`src/rtl/fisc_pkg.sv`:
```
// Shared definitions for the FISC memory subsystem: default bus widths and the
// arbiter's state and port-ownership encodings.
package fisc_pkg;

    localparam int FISC_DATA_W = 64;
    localparam int FISC_ADDR_W = 32;
    localparam int LAT_CNT_W   = 4;

    typedef enum logic [1:0] {
        IDLE    = 2'd0,
        ACCESS  = 2'd1,
        LATENCY = 2'd2,
        RESPOND = 2'd3
    } arb_state_e;

    typedef enum logic {
        OWNER_P0 = 1'b0,
        OWNER_P1 = 1'b1
    } arb_owner_e;

endpackage

```
`src/rtl/fisc_mem_arbiter.sv`:
```
// Two-port round-robin memory arbiter: fetch port p0 (read-only) and load/store
// port p1 share one memory, with exactly one transaction outstanding at a time.
module fisc_mem_arbiter
    import fisc_pkg::*;
#(
    parameter int DATA_W = FISC_DATA_W,
    parameter int ADDR_W = FISC_ADDR_W,
    parameter int RD_LAT = 1
) (
    input  logic              clk,
    input  logic              reset_n,
    input  logic              wait_n,
    input  logic              p0_req,
    input  logic [ADDR_W-1:0] p0_addr,
    output logic              p0_gnt,
    output logic              p0_rvalid,
    input  logic              p1_req,
    input  logic              p1_wr,
    input  logic [ADDR_W-1:0] p1_addr,
    input  logic [DATA_W-1:0] p1_wdata,
    output logic              p1_gnt,
    output logic              p1_rvalid,
    output logic [DATA_W-1:0] rsp_data,
    output logic              mem_rd,
    output logic              mem_wr,
    output logic [ADDR_W-1:0] mem_addr,
    output logic [DATA_W-1:0] mem_dout,
    input  logic [DATA_W-1:0] mem_din
);

    localparam logic [LAT_CNT_W-1:0] LAT_LOAD = LAT_CNT_W'(RD_LAT - 1);

    arb_state_e           state_q, state_d;
    arb_owner_e           owner_q, owner_d;
    arb_owner_e           last_q, last_d;
    logic                 wr_q, wr_d;
    logic [ADDR_W-1:0]    addr_q, addr_d;
    logic [DATA_W-1:0]    wdata_q, wdata_d;
    logic [DATA_W-1:0]    rsp_q, rsp_d;
    logic [LAT_CNT_W-1:0] cnt_q, cnt_d;

    logic p1_win;
    logic gnt0, gnt1;
    logic rd_stb, wr_stb;
    logic rv0, rv1;

    // p1 wins when alone, or on a tie when p0 was the last port granted.
    assign p1_win = p1_req && (!p0_req || (last_q == OWNER_P0));

    always_ff @(posedge clk or negedge reset_n) begin
        if (!reset_n) begin
            state_q <= IDLE;
            owner_q <= OWNER_P0;
            last_q  <= OWNER_P1;
            wr_q    <= 1'b0;
            addr_q  <= '0;
            wdata_q <= '0;
            rsp_q   <= '0;
            cnt_q   <= '0;
        end else begin
            state_q <= state_d;
            owner_q <= owner_d;
            last_q  <= last_d;
            wr_q    <= wr_d;
            addr_q  <= addr_d;
            wdata_q <= wdata_d;
            rsp_q   <= rsp_d;
            cnt_q   <= cnt_d;
        end
    end

    always_comb begin
        state_d = state_q;
        owner_d = owner_q;
        last_d  = last_q;
        wr_d    = wr_q;
        addr_d  = addr_q;
        wdata_d = wdata_q;
        rsp_d   = rsp_q;
        cnt_d   = cnt_q;
        gnt0    = 1'b0;
        gnt1    = 1'b0;
        rd_stb  = 1'b0;
        wr_stb  = 1'b0;
        rv0     = 1'b0;
        rv1     = 1'b0;

        case (state_q)
            IDLE: begin
                if (wait_n && (p0_req || p1_req)) begin
                    state_d = ACCESS;
                    if (p1_win) begin
                        gnt1    = 1'b1;
                        owner_d = OWNER_P1;
                        last_d  = OWNER_P1;
                        wr_d    = p1_wr;
                        addr_d  = p1_addr;
                        wdata_d = p1_wr ? p1_wdata : '0;
                    end else begin
                        gnt0    = 1'b1;
                        owner_d = OWNER_P0;
                        last_d  = OWNER_P0;
                        wr_d    = 1'b0;
                        addr_d  = p0_addr;
                        wdata_d = '0;
                    end
                end
            end

            ACCESS: begin
                rd_stb = !wr_q;
                wr_stb = wr_q;
                // The strobe cycle itself is the first of the RD_LAT read cycles.
                if (wait_n) begin
                    if (wr_q) begin
                        state_d = RESPOND;
                    end else if (LAT_LOAD == '0) begin
                        rsp_d   = mem_din;
                        state_d = RESPOND;
                    end else begin
                        cnt_d   = LAT_LOAD;
                        state_d = LATENCY;
                    end
                end
            end

            LATENCY: begin
                if (wait_n) begin
                    if (cnt_q == LAT_CNT_W'(1)) begin
                        rsp_d   = mem_din;
                        cnt_d   = '0;
                        state_d = RESPOND;
                    end else begin
                        cnt_d = cnt_q - LAT_CNT_W'(1);
                    end
                end
            end

            RESPOND: begin
                rv0     = (owner_q == OWNER_P0);
                rv1     = (owner_q == OWNER_P1);
                state_d = IDLE;
            end

            default: begin
                state_d = IDLE;
            end
        endcase
    end

    // Grants are combinational from the requests, so mask them while reset is held.
    assign p0_gnt    = gnt0 & reset_n;
    assign p1_gnt    = gnt1 & reset_n;
    assign p0_rvalid = rv0;
    assign p1_rvalid = rv1;
    assign mem_rd    = rd_stb;
    assign mem_wr    = wr_stb;
    assign mem_addr  = addr_q;
    assign mem_dout  = wdata_q;
    assign rsp_data  = rsp_q;

endmodule

```
`config.mk`:
```
export PLATFORM = sky130hd
export DESIGN_NAME = fisc_mem_arbiter
export DESIGN_NICKNAME = d
export VERILOG_FILES = /design/src/rtl/fisc_pkg.sv /design/src/rtl/fisc_mem_arbiter.sv
export SDC_FILE = /design/constraint.sdc
export NUM_CORES = 1
export LEC_CHECK = 0
export CORE_AREA = 2 2 142 144
export DETAILED_ROUTE_END_ITERATION = 16
export DIE_AREA = 0 0 144 146
export HOLD_SLACK_MARGIN = 0.02
export PLACE_DENSITY = 0.72
export SKIP_LAST_GASP = 1
export SLEW_MARGIN = 40
export SYNTH_ARGS = -nofsm -noshare
export SYNTH_HDL_FRONTEND = slang
export SYNTH_SLANG_ARGS = --single-unit
```
`constraint.sdc`:
```
create_clock -name clk -period 2 [get_ports clk]
set_input_delay 0.4 -clock clk [delete_from_list [all_inputs] [get_ports clk]]
set_output_delay 0.4 -clock clk [all_outputs]
set_load 0.03 [all_outputs]
```
# ---- Word-level counts from Yosys, hierarchy flattened
# Index checks and enable logic that the tools add are counted.
dict set report totals {
  latch_bits 0
  reg_bits 169
  ramBits 0
  word_cells 59
  memories 0
  out_inout_bits 166
  input_bits 198
  rom_bits 0
}
dict set report classes {
  n_shift 0
  n_mux 25
  n_addsub 1
  eq_ne 9
  mul 0
  n_bitwise 4
  n_reduce_logical 12
  div 0
  order_cmp 0
}
# op n
set op_table {}
lappend op_table {{$mux 64} 6}
lappend op_table {{$pmux 64 s2} 1}
lappend op_table {{$mux 32} 1}
lappend op_table {{$mux 1} 11}
lappend op_table {{$ne 2x2->1 const B} 5}
lappend op_table {{$mux 2} 4}
lappend op_table {{$pmux 2 s4} 1}
lappend op_table {{$reduce_and 5->1} 1}
lappend op_table {{$eq 2x2->1 const B} 2}
lappend op_table {{$eq 4x1->1 const B} 1}
lappend op_table {{$mux 4} 1}
lappend op_table {{$reduce_and 2->1} 2}
lappend op_table {{$reduce_and 4->1} 1}
lappend op_table {{$sub 4x1->4 const B} 1}
lappend op_table {{$and 1x1->1} 2}
lappend op_table {{$eq 2x1->1 const B} 1}
lappend op_table {{$logic_and 1x1->1} 2}
lappend op_table {{$logic_not 1->1} 2}
lappend op_table {{$logic_not 2->1} 1}
lappend op_table {{$logic_or 1x1->1} 2}
lappend op_table {{$not 1->1} 2}
lappend op_table {{$reduce_bool 2->1} 1}

# ---- Logic depth before layout (Yosys ltp)
dict set report depth {
  ltp_word 7
  mapped_depth 7
  ltp_nobuf 5
}

# ---- Worst setup path before layout
# OpenSTA, ideal clock, no wires.
dict set report synth_path {
  path_kind {reg-to-output}
  startpoint {register state_q[0]}
  endpoint {output p1_gnt}
  slack_ns -0.074
  required_ns 1.600
  stages_incl_launch_ff 8
  arrival_time_ns 1.674
  path_buffers 2
  cell_sequence {dfrtp_1 -> inv_1 -> ha_1 -> and2_1 -> and3_1 -> buf_2 -> clkbuf_1 -> and2_1}
}
dict set report synth_between {
  elab_chain_len 3
}
# element line_no
set synth_rtl {}
lappend synth_rtl {{from (decl)} fisc_mem_arbiter.sv:33} ;# arb_state_e state_q, state_d;
lappend synth_rtl {{from (signal assigned)} fisc_mem_arbiter.sv:61} ;# state_q <= state_d;
lappend synth_rtl {{$logic_not 2->1} fisc_mem_arbiter.sv:88} ;# case (state_q)
lappend synth_rtl {{$mux 1} fisc_mem_arbiter.sv:88}
lappend synth_rtl {{$and 1x1->1} fisc_mem_arbiter.sv:153} ;# assign p1_gnt = gnt1 & reset_n;
lappend synth_rtl {{to (decl)} fisc_mem_arbiter.sv:21} ;# output logic p1_gnt,
# No other way between the ends.

# ---- Final worst setup path
dict set report layout_path {
  startpoint {register state_q[1]}
  endpoint {output p1_gnt}
}
# Same word-level chain as after synthesis.

==> reports/qor.csv <==
stage;metric;value;unit
run_status;status;finished with violations;
run_status;violations;negative setup slack;
routing;route.final.wire_length;20400;um
timing;hold_slack;414;ps
clocking;worstSkewPairLatency;420;ps
cells_and_area;layout_commonest_cell;clkdlybuf4s50_1;
global_route;antenna_found_initial;0;
cells_and_area;final_cell_mix;clkdlybuf4s50_1 (355), dfrtp_1 (168), a22o_1 (64);
synthesis;syn_area_per_cell;15.1;um^2
clocking;cts_root_buf;clkbuf_16;
global_route;grt_max_degree;169;
timing;fmax;0.493;GHz
floorplan;io_pins;364;
setup_path;crit_slowest_cell;dfrtp_1;
setup_path;worstSetupStartpointType;register;
floorplan;die_w;144;um
timing;worst_pin_slew;462;ps
setup_path;cp_cell_sequence;inv_2 > ha_4 > and2_4 > and3_4 > and2_4 > buf_6;
synthesis;yosys_register_bits;169;
setup_path;crit_path_max_fanout;3;
synthesis;syn_nets;645;
placement;gp_congestion;0.821;
global_route;grt_pass1_vias;5762;
power_and_ir_drop;power.density;1770;nW/um^2
timing;skew;10.5;ps
setup_path;slowest_delay;410;ps
global_route;grt_remaining_overflow;0;
timing;finalSetupViolCount;1;
timing;drv_slew;0;
power_and_ir_drop;p_leak;0.00497;uW
floorplan;core;19300;um^2
floorplan;initial_core_util;34.4;%
run;cap_violations;0;
synthesis;ys_seq_area_share;63.6;%
routing;vias;5345;
global_route;track_usage;19.1;%
setup_path;worstSetupPathType;reg -> out;
routing;avgRoutedWirePerCell;18.5;um
power_and_ir_drop;vdd_drop_max;0.784;mV
placement;dp_hpwl;14900;um
clocking;numCtsBuffers;17;
timing;setup_slack;-29.7;ps
routing;drtIter0Drc;184;
cells_and_area;area_growth;73.0;%
setup_path;cp.buffers_inverters;2;
clocking;clk_path_buf_depth;2;
synthesis;synth_cell_types;34;
synthesis;ys_async_sr_fraction;100;%
clocking;cts_tree;done;
cells_and_area;layout-drive-gt1-share;18.1;%
floorplan;die_h;146;um
timing;hold_viol_final;0;
timing;finalCritPeriodShare;101;%
clocking;cts_sinks;169;
global_route;grt_pass1_wl;31100;um
setup_path;cpMostUsedCell;and2_4;
clocking;h-tree-depth;4;
synthesis;syn_area;6650;um^2
synthesis;synth-main-ff-cell;dfrtp_1;
floorplan;rows;51;
hold_path;min-delay-path-class;in -> async;
setup_path;required;1600;ps
cells_and_area;fin_util;59.5;%
timing;fin_setup_tns;-29.7;ps
setup_path;reg2reg_slack;20;ps
synthesis;synth_edf_count;0;
timing;max_slew_margin;69.2;%
timing;rsz0062_at_grt;yes;
power_and_ir_drop;fin_total_pwr;20400;uW
setup_path;arrival;1630;ps
synthesis;ys_warn_count;0;
routing;ant_nets;0;
routing;route.detailed.drc;0;
placement;portBuffers;363;
setup_path;worst_setup_path_end_kind;primary output;
timing;post-route-min-period;2030;ps
cells_and_area;num_antenna_cells;0;
setup_path;crit_family;simple AND/OR/NAND/NOR gates;
floorplan;die_area;21000;um^2
clocking;clk_pin_slew;70;ps
cells_and_area;fin_nets;1032;
routing;firstDrtPassIters;4;
synthesis;synthCells;441;
routing;vias_per_cell;4.83;
==> what timing repair did <==
action | CTS | global route
hold buffers | 1 | 0
buffers inserted | 5 | 5
endpoints found under the hold margin | 1 | 0
resized for setup | 19 | 7
gates cloned | 0 | 1
setup endpoints to repair | 5 | 43
pin swaps | 2 | 1
==> cell usage after synthesis, drive strengths merged (2+ instances only) <==
library cell    n  area, um^2
nor2b           3        18.8
mux2           66         818
and2           37         231
dfrtp         168        4200
nor2            2        7.51
ha              6        75.1
nand2           3        11.3
a21oi           3        18.8
nand3           2        10.0
a221o          32         320
a22o           64         561
buf            21         143
clkbuf          9        33.8
a21o            3        22.5
inv             7        26.3
==> routing by layer <==
layer  global-route usage, %  wire length, um
met1                    22.9             7990
met4                    6.13              354
met2                    32.4            10300
met5                       0                0
met3                    6.38             1770
==> path summary, 6_finish.rpt <==
check | startpoint | endpoint | cells after the start
worst max-delay path | state_q[1]$_DFFE_PN0P_ | p1_gnt | 6
worst min-delay path | reset_n | owner_q$_DFFE_PN0P_ | 2
worst max register to register | state_q[0]$_DFFE_PN0P_ | rsp_data[36]$_DFFE_PN0P_ | 7
worst min register to register | mem_dout[0]$_DFFE_PN0P_ | mem_dout[0]$_DFFE_PN0P_ | 1
max in group asynchronous | reset_n | rsp_data[61]$_DFFE_PN0P_ | 4
min in group clk | mem_dout[0]$_DFFE_PN0P_ | mem_dout[0]$_DFFE_PN0P_ | 1
==> report_power, final <==
part           switching (uW)  total, uW  internal, uW  leakage [uW]
logic                    5480      10900          5470       0.00254
clock network            1500       3440          1940      0.000305
registers                 954       6010          5060       0.00212
==> metrics by stage <==
step / setup WS (ps) / instance area, um^2 / instances
5_1_grt: -118 / 11500 / 1106
4_1_cts: -55.5 / 11400 / 1099
3_3_place_gp: -131 / 10700 / 1061
6_report: -29.7 / 11500 / 1106
3_5_place_dp: -160 / 10700 / 1061
2_1_floorplan: -15.4 / 6660 / 441
==> layout make-up <==
| class | instances | area, um^2 |
|---|---|---|
| clock buffer | 18 | 439 |
| clock inverter | 14 | 175 |
| fill | 1507 | 7820 |
| inverter | 7 | 26.3 |
| multi-input combinational | 235 | 2250 |
| sequential | 169 | 4230 |
| tap | 265 | 332 |
| timing repair buffer | 398 | 4060 |
==> cell families after synthesis <==
group	Yosys count	share of synthesized area (%)
AO/OA/AOI/OAI	108	14.8
multiplexers	67	12.4
adder cells (fa/ha/maj)	6	1.13
buffers and inverters	37	3.05
flip-flops	169	63.6
AND/OR/NAND/NOR	54	5.04
==> flip-flops by register name (all words and copies together) (netlist names) <==
name	cells
mem_dout	64
rsp_data	64
wr_q	1
cnt_q	4
state_q	2
owner_q	1
mem_addr	32
last_q	1
(Power assumes the default switching activity.)
